<file path="src/rtl/trig_pkg.sv">
// Shared definitions for the central-trigger DI2C transmitter:
// FSM encoding, frame geometry and the CRC-16/KERMIT byte step.
package trig_pkg;

  typedef enum logic [2:0] {
    ST_IDLE    = 3'd0,
    ST_CRC     = 3'd1,
    ST_PRE     = 3'd2,
    ST_START   = 3'd3,
    ST_SLOT    = 3'd4,
    ST_STOP_LO = 3'd5,
    ST_STOP_HI = 3'd6,
    ST_GAP     = 3'd7
  } state_t;

  localparam int FRAME_BYTES  = 8;
  localparam int SCL_PER_BYTE = 9;
  localparam int CRC_BYTES    = 6;

  localparam logic [15:0] CRC_POLY = 16'h8408;
  localparam logic [15:0] CRC_INIT = 16'h0000;

  // Reflected CRC-16/KERMIT update, data bits consumed LSB first.
  function automatic logic [15:0] crc16_kermit_step(input logic [15:0] crc_in,
                                                    input logic [7:0]  data);
    logic [15:0] c;
    c = crc_in ^ {8'h00, data};
    for (int i = 0; i < 8; i++) begin
      if (c[0]) c = (c >> 1) ^ CRC_POLY;
      else      c = c >> 1;
    end
    return c;
  endfunction

endpackage

</file>
<file path="src/rtl/crc16_kermit.sv">
// Byte-serial CRC-16/KERMIT accumulator: one byte per enabled cycle, clr wins over en.
module crc16_kermit
  import trig_pkg::*;
(
  input  logic        clk,
  input  logic        reset,
  input  logic        clr,
  input  logic        en,
  input  logic [7:0]  data_byte,
  output logic [15:0] crc
);

  logic [15:0] crc_r;

  // CRC register: cleared at the start of every frame, updated once per fed byte
  always_ff @(posedge clk or negedge reset) begin
    if (!reset) begin
      crc_r <= CRC_INIT;
    end else if (clr) begin
      crc_r <= CRC_INIT;
    end else if (en) begin
      crc_r <= crc16_kermit_step(crc_r, data_byte);
    end else begin
      crc_r <= crc_r;
    end
  end

  assign crc = crc_r;

endmodule

</file>
<file path="src/rtl/trigger_tx.sv">
// Central-trigger DI2C transmitter: waits on the sub-system busy line, then sends
// START, 8 bytes (id, type, serial, CRC) as 9-pulse slots, STOP and a bus-free gap.
module trigger_tx
  import trig_pkg::*;
#(
  parameter int QTR      = 25,
  parameter int GAP      = 200,
  parameter int BUSY_TMO = 100000
) (
  input  logic        clk,
  input  logic        reset,
  input  logic        trig_req,
  input  logic [7:0]  sub_system_id,
  input  logic [7:0]  trigger_type,
  input  logic [31:0] trigger_serial,
  output logic        ready,
  output logic        done,
  output logic        busy_timeout,
  input  logic        ro_sda,
  input  logic        ro_scl,
  output logic        ren_sda,
  output logic        ren_scl,
  output logic        de_sda,
  output logic        de_scl,
  output logic        di_sda,
  output logic        di_scl,
  input  logic        ro_busy,
  output logic        ren_busy,
  output logic        de_busy,
  output logic        di_busy
);

  localparam int CNT_MAX = (GAP > 4 * QTR) ? GAP : 4 * QTR;
  localparam int CNT_W   = $clog2(CNT_MAX + 1);
  localparam int WAIT_W  = $clog2(BUSY_TMO + 1);

  localparam logic [CNT_W-1:0]  CRC_LAST  = CNT_W'(CRC_BYTES - 1);
  localparam logic [CNT_W-1:0]  HALF_LAST = CNT_W'(2 * QTR - 1);
  localparam logic [CNT_W-1:0]  HALF_BIT  = CNT_W'(2 * QTR);
  localparam logic [CNT_W-1:0]  SLOT_LAST = CNT_W'(4 * QTR - 1);
  localparam logic [CNT_W-1:0]  GAP_LAST  = CNT_W'(GAP - 1);
  localparam logic [3:0]        BIT_LAST  = 4'(SCL_PER_BYTE - 1);
  localparam logic [2:0]        BYTE_LAST = 3'(FRAME_BYTES - 1);
  localparam logic [WAIT_W-1:0] WAIT_MAX  = WAIT_W'(BUSY_TMO);
  localparam logic [WAIT_W-1:0] WAIT_HIT  = WAIT_W'(BUSY_TMO - 1);

  state_t            state_r, state_nxt_s;
  logic [CNT_W-1:0]  cnt_r, cnt_nxt_s;
  logic [3:0]        bit_r, bit_nxt_s;
  logic [2:0]        byte_r, byte_nxt_s;
  logic [7:0]        id_r, type_r;
  logic [31:0]       serial_r;
  logic [15:0]       crc_s;
  logic [7:0]        crc_byte_s, slot_byte_s;
  logic              busy_meta_r, busy_sync_r, busy_s;
  logic [WAIT_W-1:0] wait_r;
  logic              accept_s, waiting_s, crc_en_s;
  logic              sda_nxt_s, scl_nxt_s;
  logic              di_sda_r, di_scl_r, ready_r, done_r, busy_timeout_r;
  logic              unused_ro_s;

  function automatic logic [7:0] pick_byte(input logic [2:0]  sel,
                                           input logic [7:0]  id,
                                           input logic [7:0]  ty,
                                           input logic [31:0] ser,
                                           input logic [15:0] crc_v);
    case (sel)
      3'd0:    return id;
      3'd1:    return ty;
      3'd2:    return ser[31:24];
      3'd3:    return ser[23:16];
      3'd4:    return ser[15:8];
      3'd5:    return ser[7:0];
      3'd6:    return crc_v[15:8];
      3'd7:    return crc_v[7:0];
      default: return 8'h00;
    endcase
  endfunction

  assign busy_s    = busy_sync_r;
  assign accept_s  = (state_r == ST_IDLE) && trig_req && !busy_s;
  assign waiting_s = (state_r == ST_IDLE) && trig_req && busy_s;
  assign crc_en_s  = (state_r == ST_CRC);

  assign crc_byte_s  = pick_byte(cnt_r[2:0], id_r, type_r, serial_r, crc_s);
  assign slot_byte_s = pick_byte(byte_nxt_s, id_r, type_r, serial_r, crc_s);

  crc16_kermit u_crc (
    .clk       (clk),
    .reset     (reset),
    .clr       (accept_s),
    .en        (crc_en_s),
    .data_byte (crc_byte_s),
    .crc       (crc_s)
  );

  // Phase sequencing: one shared counter times every phase of the frame
  always_comb begin
    state_nxt_s = state_r;
    cnt_nxt_s   = cnt_r + CNT_W'(1);
    bit_nxt_s   = bit_r;
    byte_nxt_s  = byte_r;
    case (state_r)
      ST_IDLE: begin
        cnt_nxt_s = '0;
        if (accept_s) state_nxt_s = ST_CRC;
        else          state_nxt_s = ST_IDLE;
      end
      ST_CRC: begin
        if (cnt_r == CRC_LAST) begin state_nxt_s = ST_PRE; cnt_nxt_s = '0; end
        else                   state_nxt_s = ST_CRC;
      end
      ST_PRE: begin
        if (cnt_r == HALF_LAST) begin state_nxt_s = ST_START; cnt_nxt_s = '0; end
        else                    state_nxt_s = ST_PRE;
      end
      ST_START: begin
        if (cnt_r == HALF_LAST) begin
          state_nxt_s = ST_SLOT;
          cnt_nxt_s   = '0;
          bit_nxt_s   = 4'd0;
          byte_nxt_s  = 3'd0;
        end else begin
          state_nxt_s = ST_START;
        end
      end
      ST_SLOT: begin
        if (cnt_r == SLOT_LAST) begin
          cnt_nxt_s = '0;
          if (bit_r == BIT_LAST) begin
            bit_nxt_s = 4'd0;
            if (byte_r == BYTE_LAST) state_nxt_s = ST_STOP_LO;
            else                     byte_nxt_s  = byte_r + 3'd1;
          end else begin
            bit_nxt_s = bit_r + 4'd1;
          end
        end else begin
          state_nxt_s = ST_SLOT;
        end
      end
      ST_STOP_LO: begin
        if (cnt_r == HALF_LAST) begin state_nxt_s = ST_STOP_HI; cnt_nxt_s = '0; end
        else                    state_nxt_s = ST_STOP_LO;
      end
      ST_STOP_HI: begin
        if (cnt_r == HALF_LAST) begin state_nxt_s = ST_GAP; cnt_nxt_s = '0; end
        else                    state_nxt_s = ST_STOP_HI;
      end
      ST_GAP: begin
        if (cnt_r == GAP_LAST) begin state_nxt_s = ST_IDLE; cnt_nxt_s = '0; end
        else                   state_nxt_s = ST_GAP;
      end
      default: begin
        state_nxt_s = ST_IDLE;
        cnt_nxt_s   = '0;
      end
    endcase
  end

  // Bus levels derived from the next phase so the registered pins line up with it
  always_comb begin
    sda_nxt_s = 1'b1;
    scl_nxt_s = 1'b1;
    case (state_nxt_s)
      ST_START: begin
        sda_nxt_s = 1'b0;
        scl_nxt_s = 1'b1;
      end
      ST_SLOT: begin
        scl_nxt_s = (cnt_nxt_s >= HALF_BIT);
        if (bit_nxt_s == BIT_LAST) sda_nxt_s = 1'b0;
        else                       sda_nxt_s = slot_byte_s[3'd7 - bit_nxt_s[2:0]];
      end
      ST_STOP_LO: begin
        sda_nxt_s = 1'b0;
        scl_nxt_s = 1'b0;
      end
      ST_STOP_HI: begin
        sda_nxt_s = 1'b0;
        scl_nxt_s = 1'b1;
      end
      default: begin
        sda_nxt_s = 1'b1;
        scl_nxt_s = 1'b1;
      end
    endcase
  end

  // FSM state, phase counters and registered bus/handshake outputs
  always_ff @(posedge clk or negedge reset) begin
    if (!reset) begin
      state_r  <= ST_IDLE;
      cnt_r    <= '0;
      bit_r    <= 4'd0;
      byte_r   <= 3'd0;
      di_sda_r <= 1'b1;
      di_scl_r <= 1'b1;
      ready_r  <= 1'b1;
      done_r   <= 1'b0;
    end else begin
      state_r  <= state_nxt_s;
      cnt_r    <= cnt_nxt_s;
      bit_r    <= bit_nxt_s;
      byte_r   <= byte_nxt_s;
      di_sda_r <= sda_nxt_s;
      di_scl_r <= scl_nxt_s;
      ready_r  <= (state_nxt_s == ST_IDLE);
      done_r   <= (state_nxt_s == ST_GAP) && (cnt_nxt_s == GAP_LAST);
    end
  end

  // Field capture on accept; later input changes cannot reach the frame in flight
  always_ff @(posedge clk or negedge reset) begin
    if (!reset) begin
      id_r     <= 8'h00;
      type_r   <= 8'h00;
      serial_r <= 32'h0000_0000;
    end else if (accept_s) begin
      id_r     <= sub_system_id;
      type_r   <= trigger_type;
      serial_r <= trigger_serial;
    end else begin
      id_r     <= id_r;
      type_r   <= type_r;
      serial_r <= serial_r;
    end
  end

  // Two-flop synchronizer for the asynchronous busy line
  always_ff @(posedge clk or negedge reset) begin
    if (!reset) begin
      busy_meta_r <= 1'b0;
      busy_sync_r <= 1'b0;
    end else begin
      busy_meta_r <= ro_busy;
      busy_sync_r <= busy_meta_r;
    end
  end

  // Busy wait counter (saturating) and sticky timeout flag cleared by the next accept
  always_ff @(posedge clk or negedge reset) begin
    if (!reset) begin
      wait_r         <= '0;
      busy_timeout_r <= 1'b0;
    end else begin
      if (waiting_s) begin
        if (wait_r != WAIT_MAX) wait_r <= wait_r + WAIT_W'(1);
        else                    wait_r <= wait_r;
      end else begin
        wait_r <= '0;
      end
      if (accept_s)                            busy_timeout_r <= 1'b0;
      else if (waiting_s && wait_r == WAIT_HIT) busy_timeout_r <= 1'b1;
      else                                     busy_timeout_r <= busy_timeout_r;
    end
  end

  assign unused_ro_s = ro_sda ^ ro_scl;

  assign di_sda       = di_sda_r;
  assign di_scl       = di_scl_r;
  assign ready        = ready_r;
  assign done         = done_r;
  assign busy_timeout = busy_timeout_r;
  assign ren_sda      = 1'b1;
  assign ren_scl      = 1'b1;
  assign de_sda       = 1'b1;
  assign de_scl       = 1'b1;
  assign ren_busy     = 1'b0;
  assign de_busy      = 1'b0;
  assign di_busy      = 1'b0;

endmodule

</file>
<file path="config.mk">
export PLATFORM = sky130hd
export DESIGN_NAME = trigger_tx
export DESIGN_NICKNAME = d
export VERILOG_FILES = /design/src/rtl/trig_pkg.sv /design/src/rtl/crc16_kermit.sv /design/src/rtl/trigger_tx.sv
export SDC_FILE = /design/constraint.sdc
export NUM_CORES = 1
export LEC_CHECK = 0
export CORE_ASPECT_RATIO = 1.5
export CORE_MARGIN = 8
export CORE_UTILIZATION = 35
export CTS_CLUSTER_DIAMETER = 30
export DETAILED_ROUTE_END_ITERATION = 7
export PLACE_DENSITY = 0.65
export RECOVER_POWER = 25
export SLEW_MARGIN = 0
export SYNTH_ARGS = -nofsm -noshare
export SYNTH_HDL_FRONTEND = slang
export SYNTH_HIERARCHICAL = 1
export SYNTH_SLANG_ARGS = --single-unit
</file>
<file path="constraint.sdc">
create_clock -name clk -period 7.4 [get_ports clk]
set_clock_uncertainty 0.15 [all_clocks]
set_input_delay 1.48 -clock clk [delete_from_list [all_inputs] [get_ports clk]]
set_output_delay 1.48 -clock clk [all_outputs]
set_load 0.005 [all_outputs]
</file>
==> flow_summary.ini <==
[synth]
synth_cell_types = 77
synthTopCellsByArea = dfrtp_1, mux2_2, nor2_1, nand2_1, xnor3_1
yosys.area_share.simple_pct = 16.4
ys_seq_elements = 106
synth_top_cell_by_area = dfrtp_1
synthArstFlopShare_pct = 100
synth-compound-area-share_pct = 14.7
syn_inst = 618
yosys.area_share.xor_xnor_pct = 9.01
netlist.area_leader.share_pct = 40.5
synth_warnings = 6
synth-adder-area-share_pct = 2.16
synth_area_per_cell_um2 = 10.3
synth_enable_flop_cells = 0
muxShareOfSynthArea_pct = 11.1
synthFlopType = dfrtp_1
synth_top_family_by_area = simple AND/OR/NAND/NOR gates
yosysSeqAreaShare_pct = 41.7
syn_area_mm2 = 0.00636

[clock_network]
clockRootBuffer = clkbuf_16
clk_pin_slew_worst_paths_ns = 0.08
postCtsSetupBuffers = 0
cts_tree = done
clock_path_buffers = 2
insertion_delay_ns = 0.36
cts_buffers = 9
ctsResizeCount = 0
postCtsHoldBufs = 0
cts_num_sinks = 106
htree_levels = 3

[grt]
grt_pass1_wl_um = 26500
track_usage_pct = 14.6
overflow = 0
grt_pass1_vias = 4953
grt_antenna_before_repair = 0
grt_max_degree = 67

[final_layout]
final_cell_mix = dfrtp_1, nor2_1, nand2_1, mux2_2, clkdlybuf4s50_1
nFillCells = 1749
layout-drive-gt1-share_pct = 15.4
fin_area_mm2 = 0.00734
multi_input_area_mm2 = 0.00344
diodes = 0
syn_to_final_growth_pct = 15.3
mostFrequentLayoutCell = dfrtp_1
register_area_mm2 = 0.00266
nets = 721

[critical_path]
crit_family = buffers and inverters
crit_type = input port to asynchronous set/reset pin
required_ns = 7.48
cp-end-kind = asynchronous set/reset pin
worst-r2r-cell-count = 11
r2r_start = cnt_r[2]
reg2reg_to = di_sda
cp.buffers_inverters = 2
arrival_ns = 4.71
crit_path_top_delay_cell = clkbuf_1
cp_cell_sequence = clkbuf_1 > clkbuf_2
crit_fanout = 56
slowest_delay_ns = 1.88
rrSetupSlack_ns = 3.22
critPathLaunchType = input port

[route]
wirelength_um = 16400
drt-initial-drc-count = 438
wl_per_cell_um = 18.7
ant_nets = 0
drc = 0
detail_route.first_pass.iterations = 7
vias = 4957
routed_via_density = 5.65

[sta]
setup_tns_ns = 0
drv_slew = 52
fmax_ghz = 0.216
post-route-period-util_pct = 62.6
min_period_ns = 4.63
setup_viol = 0
max_slew_margin_pct = -81.1
finalHoldViolCount = 0
tightest_slew_ns = 2.72
rsz0062_at_grt = no

[pwr]
ir_worst_vdd_uv = 100
p_leak_nw = 3.15
cellPowerDensity_mw_per_mm2 = 154

[place]
portBuffers = 56
post-dp-hpwl_um = 11700
gp_congestion = 0.888
post_dp_cell_area_mm2 = 0.00703

[run_status]
violations = capacitance limit, slew limit
outcome = complete, but fails checks

[floorplanning]
rows = 60
start_util_pct = 35.6
die_w_um = 126
pin_count = 66
dieArea_mm2 = 0.0228
die_h_um = 181
core_mm2 = 0.0179

[worst_hold_path]
min_to = busy_s
hold_start = busy_meta_r
hold_path_depth = 0
holdCritPathClass = register to register

[flow_run]
drv_cap = 1
## flip-flops by register name (all words and copies together), names as in the netlist
name / count
serial_r: 32
ready: 1
u_crc/crc: 16
done: 1
id_r: 8
busy_meta_r: 1
bit_r: 4
cnt_r: 8
busy_timeout: 1
wait_r: 17
di_scl: 1
byte_r: 3
busy_s: 1
state_r: 3
di_sda: 1
type_r: 8
## kinds of logic after synthesis
logic type	Yosys count
DFF	106
and+or+nand+nor	208
xor gates and xnor gates	42
adders and majority gates	11
other	2
AOI/OAI and AO/OA	128
buffers and inverters	57
muxes	64
## stage by stage
| step | power, mW | instances | util (%) | hold slack, ns | setup slack [ns] |
|---|---|---|---|---|---|
| after global placement | 0.632 | 862 | 39.3 | 0.187 | 3.28 |
| final | 1.13 | 878 | 41.1 | 0.204 | 2.77 |
| after CTS | 1.15 | 878 | 41.1 | 0.201 | 3.24 |
| after global routing | 1.17 | 878 | 41.1 | 0.212 | 1.96 |
| after detailed placement | 0.632 | 862 | 39.3 | 0.192 | 3.28 |
| after floorplan | 0.595 | 623 | - | 0.181 | 4.35 |
## Yosys cell counts (all sizes together), types with 5 or more instances
| library cell | count |
|---|---|
| a211oi | 10 |
| a21oi | 17 |
| a222oi | 8 |
| a22oi | 16 |
| a31oi | 24 |
| and3 | 6 |
| buf | 22 |
| clkbuf | 16 |
| dfrtp | 103 |
| ha | 11 |
| inv | 19 |
| mux2 | 54 |
| mux2i | 10 |
| nand2 | 54 |
| nand2b | 5 |
| nand3 | 26 |
| nand4 | 5 |
| nor2 | 68 |
| nor3 | 5 |
| nor4 | 5 |
| o21ai | 16 |
| o22ai | 9 |
| xnor2 | 18 |
| xnor3 | 7 |
| xor2 | 12 |
| xor3 | 5 |
## worst max path at each step
stage	from	endpoint	slack, ns	cells after the start
2_1_floorplan	cnt_r[2]	di_sda	4.35	11
3_3_place_gp	cnt_r[2]	di_sda	3.28	11
3_5_place_dp	cnt_r[2]	di_sda	3.28	11
4_1_cts	cnt_r[2]	di_sda	3.24	11
5_1_grt	reset	bit_r[0]	1.96	2
6_report	reset	id_r[3]	2.77	2
## cell type report
class / instances / share of cell area (%)
Clock buffer: 9 / 3.07
Tap cell: 217 / 3.70
Inverter: 19 / 1.04
Sequential cell: 106 / 36.2
Multi-Input combinational cell: 460 / 46.8
Clock inverter: 7 / 1.23
Timing Repair Buffer: 60 / 7.93
## layer usage
layer / GRT usage (%) / part of all wire [%] / vias to the layer above
met2: 23.9 / 49 / 177
met1: 17.5 / 40 / 2417
li1: - / - / 2316
met3: 2.45 / 5.5 / 47
met5: 0 / 0 / -
met4: 9.28 / 5.1 / 0
## power breakdown
group	total, mW	switching (mW)	leakage, nW	internal, mW
clock network	0.513	0.240	0.156	0.273
logic	0.0394	0.0162	1.60	0.0231
registers	0.580	0.000342	1.40	0.579
total	1.13	0.256	3.15	0.876
## worst register-to-register path, cell delays in order, from the launching register on
cell      delay, ns
dfrtp_1        0.74
or4b_4         0.70
nor4_4         0.56
a22oi_2        0.15
buf_4          0.25
inv_2          0.35
and4_1         0.25
a31oi_1        0.04
a221o_1        0.37
a32oi_1        0.24
o311ai_1       0.16
o311ai_2       0.11
No activity file was read; power rests on OpenSTA's default activity.
